$ cat config.mk
export PLATFORM = sky130hd
export DESIGN_NAME = pll_reconfig_seq
export DESIGN_NICKNAME = d
export VERILOG_FILES = /design/src/rtl/pll_pkg.sv /design/src/rtl/sync_2ff.sv /design/src/rtl/pll_reconfig_seq.sv
export SDC_FILE = /design/constraint.sdc
export NUM_CORES = 1
export LEC_CHECK = 0
export CORE_ASPECT_RATIO = 1.25
export CORE_MARGIN = 2
export CORE_UTILIZATION = 43
export DETAILED_ROUTE_END_ITERATION = 8
export GPL_TIMING_DRIVEN = 1
export PLACE_DENSITY = 0.87
export SLEW_MARGIN = 10
export SYNTH_ARGS = -nofsm -noshare
export SYNTH_HDL_FRONTEND = slang
export SYNTH_SLANG_ARGS = --single-unit
$ cat constraint.sdc
create_clock -name clk_i -period 3.7 [get_ports clk_i]
set_input_delay 0.74 -clock clk_i [delete_from_list [all_inputs] [get_ports clk_i]]
set_output_delay 0.74 -clock clk_i [all_outputs]
set_load 0.005 [all_outputs]
$ cat src/rtl/pll_pkg.sv
// Shared definitions for the PLL reconfiguration sequencer: FSM states,
// register map, STATUS bit positions and the default register-bus types.
package pll_pkg;

    typedef enum logic [2:0] {
        ST_IDLE      = 3'd0,
        ST_BYPASS    = 3'd1,
        ST_PROGRAM   = 3'd2,
        ST_WAIT_LOCK = 3'd3,
        ST_RELEASE   = 3'd4
    } state_t;

    localparam logic [11:0] ADDR_CTRL     = 12'h000;
    localparam logic [11:0] ADDR_TGT_SEL  = 12'h008;
    localparam logic [11:0] ADDR_TGT_CODE = 12'h010;
    localparam logic [11:0] ADDR_STATUS   = 12'h018;

    localparam int STAT_BUSY    = 0;
    localparam int STAT_DONE    = 1;
    localparam int STAT_TIMEOUT = 2;
    localparam int STAT_LOCK    = 3;

    // Sized for the largest legal SETTLE_CYCLES (255) and LOCK_TIMEOUT (65535).
    localparam int SETTLE_W = 8;
    localparam int TIMER_W  = 16;

    typedef struct packed {
        logic        valid;
        logic        write;
        logic [31:0] addr;
        logic [63:0] wdata;
    } pll_req_t;

    typedef struct packed {
        logic        ready;
        logic [63:0] rdata;
        logic        error;
    } pll_rsp_t;

endpackage

$ cat src/rtl/sync_2ff.sv
// Two-flop synchronizer bringing an asynchronous level into the clk domain.
module sync_2ff (
    input  logic clk,
    input  logic rstn,
    input  logic din,
    output logic dout
);

    logic meta_reg;
    logic sync_reg;

    always_ff @(posedge clk) begin
        if (!rstn) begin
            meta_reg <= 1'b0;
            sync_reg <= 1'b0;
        end else begin
            meta_reg <= din;
            sync_reg <= meta_reg;
        end
    end

    assign dout = sync_reg;

endmodule

$ cat src/rtl/pll_reconfig_seq.sv
// PLL reconfiguration sequencer: bypass, settle, reprogram divider/code,
// wait for a stable lock (or time out), then release bypass.
module pll_reconfig_seq
    import pll_pkg::*;
#(
    parameter type         reg_req_t     = pll_req_t,
    parameter type         reg_rsp_t     = pll_rsp_t,
    parameter int unsigned SETTLE_CYCLES = 16,
    parameter int unsigned LOCK_TIMEOUT  = 4096
) (
    input  logic        clk_i,
    input  logic        rstn_i,
    input  logic        pll_lock_i,
    output logic        bypass_o,
    output logic [2:0]  sel_o,
    output logic [11:0] code_bp_o,
    output logic        busy_o,
    output logic        irq_o,
    input  reg_req_t    req_i,
    output reg_rsp_t    rsp_o
);

    state_t              state_reg;
    logic                bypass_reg;
    logic [2:0]          sel_reg;
    logic [11:0]         code_reg;
    logic                busy_reg;
    logic                irq_reg;
    logic                done_reg;
    logic                timeout_reg;
    logic [2:0]          tgt_sel_reg;
    logic [11:0]         tgt_code_reg;
    logic [SETTLE_W-1:0] settle_cnt_reg;
    logic [TIMER_W-1:0]  timer_reg;
    logic                lock_hist_reg;
    logic                lock_s;

    sync_2ff u_lock_sync (
        .clk  (clk_i),
        .rstn (rstn_i),
        .din  (pll_lock_i),
        .dout (lock_s)
    );

    logic [11:0] addr;
    logic [63:0] rdata;
    logic        mapped;
    logic        err;
    logic        wr_ok;
    logic        start_ok;
    logic        sel_we;
    logic        code_we;

    assign addr = req_i.addr[11:0];

    // Only the low address bits and low data bits are meaningful.
    logic unused_bits;
    assign unused_bits = ^{req_i.addr, req_i.wdata};

    always_comb begin
        rdata  = '0;
        mapped = 1'b1;
        case (addr)
            ADDR_CTRL:     rdata = '0;
            ADDR_TGT_SEL:  rdata[2:0] = tgt_sel_reg;
            ADDR_TGT_CODE: rdata[11:0] = tgt_code_reg;
            ADDR_STATUS: begin
                rdata[STAT_BUSY]    = busy_reg;
                rdata[STAT_DONE]    = done_reg;
                rdata[STAT_TIMEOUT] = timeout_reg;
                rdata[STAT_LOCK]    = lock_s;
            end
            default:       mapped = 1'b0;
        endcase

        err = 1'b0;
        if (req_i.valid) begin
            if (!mapped) begin
                err = 1'b1;
            end else if (req_i.write) begin
                if (addr == ADDR_STATUS) begin
                    err = 1'b1;
                end else if ((addr == ADDR_TGT_SEL || addr == ADDR_TGT_CODE) && busy_reg) begin
                    err = 1'b1;
                end else if (addr == ADDR_CTRL && req_i.wdata[0] && busy_reg) begin
                    err = 1'b1;
                end
            end
        end

        wr_ok    = req_i.valid && req_i.write && !err;
        start_ok = wr_ok && (addr == ADDR_CTRL) && req_i.wdata[0];
        sel_we   = wr_ok && (addr == ADDR_TGT_SEL);
        code_we  = wr_ok && (addr == ADDR_TGT_CODE);

        rsp_o       = '0;
        rsp_o.ready = 1'b1;
        rsp_o.rdata = rdata;
        rsp_o.error = err;
    end

    always_ff @(posedge clk_i) begin
        if (!rstn_i) begin
            state_reg      <= ST_IDLE;
            bypass_reg     <= 1'b1;
            sel_reg        <= '0;
            code_reg       <= '0;
            busy_reg       <= 1'b0;
            irq_reg        <= 1'b0;
            done_reg       <= 1'b0;
            timeout_reg    <= 1'b0;
            tgt_sel_reg    <= '0;
            tgt_code_reg   <= '0;
            settle_cnt_reg <= '0;
            timer_reg      <= '0;
            lock_hist_reg  <= 1'b0;
        end else begin
            irq_reg <= 1'b0;
            if (sel_we) begin
                tgt_sel_reg <= req_i.wdata[2:0];
            end
            if (code_we) begin
                tgt_code_reg <= req_i.wdata[11:0];
            end

            case (state_reg)
                ST_IDLE: begin
                    if (start_ok) begin
                        done_reg       <= 1'b0;
                        timeout_reg    <= 1'b0;
                        bypass_reg     <= 1'b1;
                        busy_reg       <= 1'b1;
                        settle_cnt_reg <= '0;
                        state_reg      <= ST_BYPASS;
                    end
                end
                ST_BYPASS: begin
                    if (settle_cnt_reg == SETTLE_W'(SETTLE_CYCLES - 1)) begin
                        settle_cnt_reg <= '0;
                        state_reg      <= ST_PROGRAM;
                    end else begin
                        settle_cnt_reg <= settle_cnt_reg + 1'b1;
                    end
                end
                ST_PROGRAM: begin
                    sel_reg       <= tgt_sel_reg;
                    code_reg      <= tgt_code_reg;
                    timer_reg     <= '0;
                    lock_hist_reg <= 1'b0;
                    state_reg     <= ST_WAIT_LOCK;
                end
                ST_WAIT_LOCK: begin
                    lock_hist_reg <= lock_s;
                    // Lock is tested first so a tie with the timeout counts as success.
                    if (lock_s && lock_hist_reg) begin
                        state_reg <= ST_RELEASE;
                    end else if (timer_reg == TIMER_W'(LOCK_TIMEOUT - 1)) begin
                        timeout_reg <= 1'b1;
                        irq_reg     <= 1'b1;
                        busy_reg    <= 1'b0;
                        state_reg   <= ST_IDLE;
                    end else begin
                        timer_reg <= timer_reg + 1'b1;
                    end
                end
                ST_RELEASE: begin
                    bypass_reg <= 1'b0;
                    done_reg   <= 1'b1;
                    irq_reg    <= 1'b1;
                    busy_reg   <= 1'b0;
                    state_reg  <= ST_IDLE;
                end
                default: begin
                    state_reg <= ST_IDLE;
                end
            endcase
        end
    end

    assign bypass_o  = bypass_reg;
    assign sel_o     = sel_reg;
    assign code_bp_o = code_reg;
    assign busy_o    = busy_reg;
    assign irq_o     = irq_reg;

endmodule

### Word-level counts from Yosys, hierarchy flattened

Cells that the tools add are included.

| cells by class | value |
|---|---|
| add/subtract/negate cells | 2 |
| equal/unequal tests | 15 |
| muxes and demuxes | 35 |
| reductions and logical operators | 26 |

Operator list:

| kind | number |
|---|---|
| two-way mux 16 bit | 2 |
| case mux 16 bit (2 select lines) | 1 |
| equality test 12 x 5 -> 1 bit (second input constant) | 2 |
| two-way mux 8 bit | 3 |
| adder 16 x 1 -> 16 bit (second input constant) | 1 |
| equality test 16 x 12 -> 1 bit (second input constant) | 1 |
| case mux 8 bit (2 select lines) | 1 |
| two-way mux 1 bit | 15 |
| equality test 12 x 4 -> 1 bit (second input constant) | 1 |
| logical NOT 12 bit | 1 |
| two-way mux 3 bit | 4 |
| case mux 1 bit (2 select lines) | 6 |
| case mux 3 bit (4 select lines) | 1 |
| logical AND 1 bit | 10 |
| inequality test 2 bit (second input constant) | 5 |
| case mux 3 bit (3 select lines) | 1 |
| adder 8 x 1 -> 8 bit (second input constant) | 1 |
| equality test 8 x 4 -> 1 bit (second input constant) | 1 |
| AND reduction 4 bit | 2 |
| nonzero test 2 bit | 4 |
| equality test 3 x 2 -> 1 bit (second input constant) | 2 |
| AND reduction 3 bit | 2 |
| AND reduction 2 bit | 2 |
| OR reduction 4 bit | 1 |
| other kinds (8) | 8 |

| word-level totals | value |
|---|---|
| flip-flop bits (word level) | 65 |
| bits of input ports | 101 |
| output and inout port bits | 84 |
| logic and storage cells | 93 |

### Logic depth before layout (Yosys ltp)

| depth | value |
|---|---|
| depth in word-level cells | 15 |
| depth in mapped cells | 8 |
| mapped depth without buffers | 6 |

### Hierarchy

A second synthesis with hierarchy kept.

| unflattened totals | value |
|---|---|
| cell total of the unflattened synthesis | 424 |
| area total of the unflattened synthesis | 3554.7 um^2 |

Modules (own cells, without submodules):

| module | instances | cells each | area each (um^2) | sequential area each (um^2) |
|---|---|---|---|---|
| pll_reconfig_seq | 1 | 420 | 3502.1 | 1261.2 |
| sync_2ff | 1 | 4 | 52.6 | 40.0 |

### Worst setup path before layout

OpenSTA, ideal clock, no wires.

| path | value |
|---|---|
| kind | input-to-output |
| start point | input port req_i[72] (netlist name) |
| end point | output port rsp_o[0] (netlist name) |
| data arrival time | 1.607 ns |
| data required time | 2.960 ns |
| setup slack | 1.353 ns |
| cell stages on the path | 4 |
| buffers on the path | 1 |
| path through | nor4_2 -> nand3_2 -> o21a_1 -> buf_4 |

| on the way | value |
|---|---|
| longest elaborated chain between the ends | 9 |
| elaborated cells between the ends (all ways) | 16 |
| classes of those cells | 3 x eq/ne; 7 x mux; 6 x reduce/logical |

RTL lines:

| element | RTL line | source |
|---|---|---|
| from (decl) | pll_reconfig_seq.sv:19 | `input reg_req_t req_i,` |
| logical NOT 12 bit | pll_reconfig_seq.sv:63, pll_reconfig_seq.sv:85 |  |
| logical AND 1 bit (2 in a row) | pll_reconfig_seq.sv:85 | `end else if (addr == ADDR_CTRL && req_i.wdata[0] && busy_reg) begin` |
| two-way mux 1 bit | pll_reconfig_seq.sv:85 |  |
| two-way mux 1 bit | pll_reconfig_seq.sv:83 | `end else if ((addr == ADDR_TGT_SEL \|\| addr == ADDR_TGT_CODE) && busy_reg) begin` |
| two-way mux 1 bit | pll_reconfig_seq.sv:81 | `if (addr == ADDR_STATUS) begin` |
| two-way mux 1 bit | pll_reconfig_seq.sv:80 | `end else if (req_i.write) begin` |
| two-way mux 1 bit * | pll_reconfig_seq.sv:78 | `if (!mapped) begin` |
| two-way mux 1 bit * | pll_reconfig_seq.sv:77 | `if (req_i.valid) begin` |
| to (decl) | pll_reconfig_seq.sv:20 | `output reg_rsp_t rsp_o` |

Every way passes the cells marked *; elsewhere a longest branch is shown, timed or not.

==> impl_metrics.toml <==
[power]
comb_power_share = 0.100
seq_power_share = 0.507
internal_power_mw = 1.037
netSwitchingPower_mw = 0.3662
swShare = 0.2609
clkPwrFrac = 0.392
p_per_area_nw_per_um2 = 341.4
peakVddDrop_v = 0.0001858
p_leak_nw = 1.496

[logic_synthesis]
synth_compound_area_frac = 0.1550
synth_mux_area_frac = 0.06467
yosys.area_share.simple = 0.2478
netlist_area_um2 = 3463
ys_ff_latch = 65
synth_warnings = 0
yosys.area_share.adder = 0.007225
yosysUniqueCellTypes = 50
yosysSeqAreaShare = 0.3757
synth_edf_count = 0
syn_area_per_cell_um2 = 8.447
ys.flop_type = "dfxtp_1"
synth_xor_xnor_area_share = 0.002529
async_flop_share = 0
syn_inst = 410
synth_top_family_by_area = "simple AND/OR/NAND/NOR gates"

[global_routing]
grt_overflow = 0
grt_pass1_vias = 2708
grt_pass1_wl_mm = 11.98
antenna_found_initial = 0
grtUsageTotal = 0.1654
grt_max_degree = 31

[clocking]
cts-root-buf = "clkbuf_8"
hold_buffers = 0
clockBufferDepth = 2
cts_made_buffers = 9
post-cts-setup-buffer-count = 0
cts_tree = "yes"
htreeDepth = 3
clk_latency_ns = 0.35
cts_resized = 0
cts.reportedPaths.clkPinSlew_ns = 0.06
cts_num_sinks = 65

[worst_hold_path]
hold_path.startpoint = "u_lock_sync.meta_reg"
hp-class = "flip-flop to flip-flop"

[detailed_routing]
first_iter_violations = 147
wl_per_cell_um = 12.96
drc = 0
via_per_inst = 5.110
via_count = 2887
drt_first_pass_iters = 4
ant_nets = 0
wirelength_mm = 7.322

[critical_path]
end_kind = "output pin"
worst_ep_required_time_ns = 2.96
r2r_cells = 5
reg2reg_to = "settle_cnt_reg[7]"
worstPathMaxFanout = 8
cp_data_arrival_time_ns = 2.66
startpoint = "req_i[71]"
endpoint = "rsp_o[7]"
critical_path.startpoint_type = "primary input"
r2r_slack_ns = 1.40
reg2reg_from = "state_reg[0]"
critical_path_class = "primary input to output pin"

[die]
die_h_um = 104.3
core_um2 = 7792
ios = 185
start_util = 0.4444
fp.dieW_um = 84.27
row_count = 36
dieArea_um2 = 8793

[sta]
fin_ws_ns = 0.3003
holdWs_ns = 0.4339
setup_viol_count_final = 0
finalHoldViolCount = 0
finalCriticalPeriod_ns = 3.400
fmax_mhz = 294.1
tns_ns = 0
slew_headroom = 0.2272
worst_slew_pin_slew_ns = 1.147
slew_viol_final = 0
post-route-period-util = 0.9188
fin_worst_skew_ns = 0.007943
rsz0062_at_grt = "false"

[outcome]
outcome = "completed"

[cells_and_area]
diodes = 0
largest_register_ffs = 16
fin_util = 0.5276
syn_to_final_growth_pct = 18.71
fin_nets = 568
drive_gt1_frac = 0.08511

[run]
cap_violations = 0

[placed_design]
dp_hpwl_mm = 5.257
gp_congestion = 0.8195
place_ws_ns = 0.2733
port_buffers = 59
[critical path, stage by stage]
cell and delay [ns]:
clkdlybuf4s50_1 0.42, nor4_2 0.38, and4_1 0.44, and2_1 0.18, clkdlybuf4s50_1 0.50
[layout by cell type, fill, tap and decap left out, drive strengths merged, types with 3 or more instances in the layout]
master          n
clkbuf         11
nor2           24
nor4            5
nand4           6
clkinv          3
nand3           9
a31oi           7
clkdlybuf4s50  59
nand2b          4
nand2          57
and3            5
inv             4
a22oi           3
mux2i          19
mux2            3
buf             7
a21boi         17
nor3b           5
o21ai          15
and2           11
nor2b          19
dfxtp          65
a21oi          17
nor3            4
or3             4
a31o            4
conb           53
[cells in the mapped netlist (all sizes together), types with 6 or more instances]
library cell,count,area [um^2]
a21oi,17,85.08
mux2i,19,190.2
o21ai,15,75.07
a21boi,17,127.6
nand3,9,50.05
nor2,24,90.09
buf,62,445.4
and2,11,68.82
nor2b,19,118.9
nand2,57,214.0
clkbuf,11,41.29
dfxtp,65,1301
a31oi,7,43.79
nand4,6,37.54
[logic make-up (layout without fill, tap and decap cells)]
| group | Yosys count | in the layout |
|---|---|---|
| and+or+nand+nor | 162 | 162 |
| AOI/OAI and AO/OA | 79 | 79 |
| buffers and inverters | 77 | 86 |
| DFF | 65 | 65 |
| muxes | 22 | 22 |
| adders and majority gates | 2 | 2 |
| other | 2 | 53 |
| xor gates and xnor gates | 1 | 1 |
[worst min path at each step]
stage,end,slack [ns],cells past startpoint
after CTS,u_lock_sync.dout,0.44,1
after floorplan,u_lock_sync.dout,0.41,1
after global routing,u_lock_sync.dout,0.46,1
after detailed placement,u_lock_sync.dout,0.42,1
final,u_lock_sync.dout,0.43,1
after global placement,u_lock_sync.dout,0.42,1
[layer usage]
metal / GRT usage / wire length [um] / share of wire / vias up
li1: - / - / - / 1423
met1: 0.1837 / 3079 / 0.42 / 1328
met2: 0.2749 / 3449 / 0.47 / 118
met3: 0.05079 / 590 / 0.081 / 18
met4: 0.09793 / 202 / 0.028 / 0
met5: 0 / 0 / 0 / -
[metrics by stage]
step | instance area, um^2 | total power, mW | cells
global route | 4111 | 1.465 | 565
CTS | 4111 | 1.413 | 565
floorplan | 3655 | 0.8548 | 461
finish | 4111 | 1.403 | 565
global placement | 3930 | 0.8639 | 549
detailed placement | 3930 | 0.8670 | 549
[power by group through the flow]
stage	Clock (mW)	Combinational, mW	Sequential (mW)
5_1_grt	0.598	0.155	0.712
3_5_place_dp	0	0.139	0.728
4_1_cts	0.562	0.139	0.712
6_report	0.550	0.141	0.712
3_3_place_gp	0	0.136	0.728
2_1_floorplan	0	0.131	0.724
[cell type report]
cell class / instances / area (um^2)
fill: 693 / 3681
multi-input combinational: 319 / 1852
sequential: 65 / 1301
timing repair buffer: 66 / 643.1
clock buffer: 11 / 151.4
tap: 95 / 118.9
clock inverter: 5 / 30.03
inverter: 4 / 15.01
(Power assumes the default switching activity.)
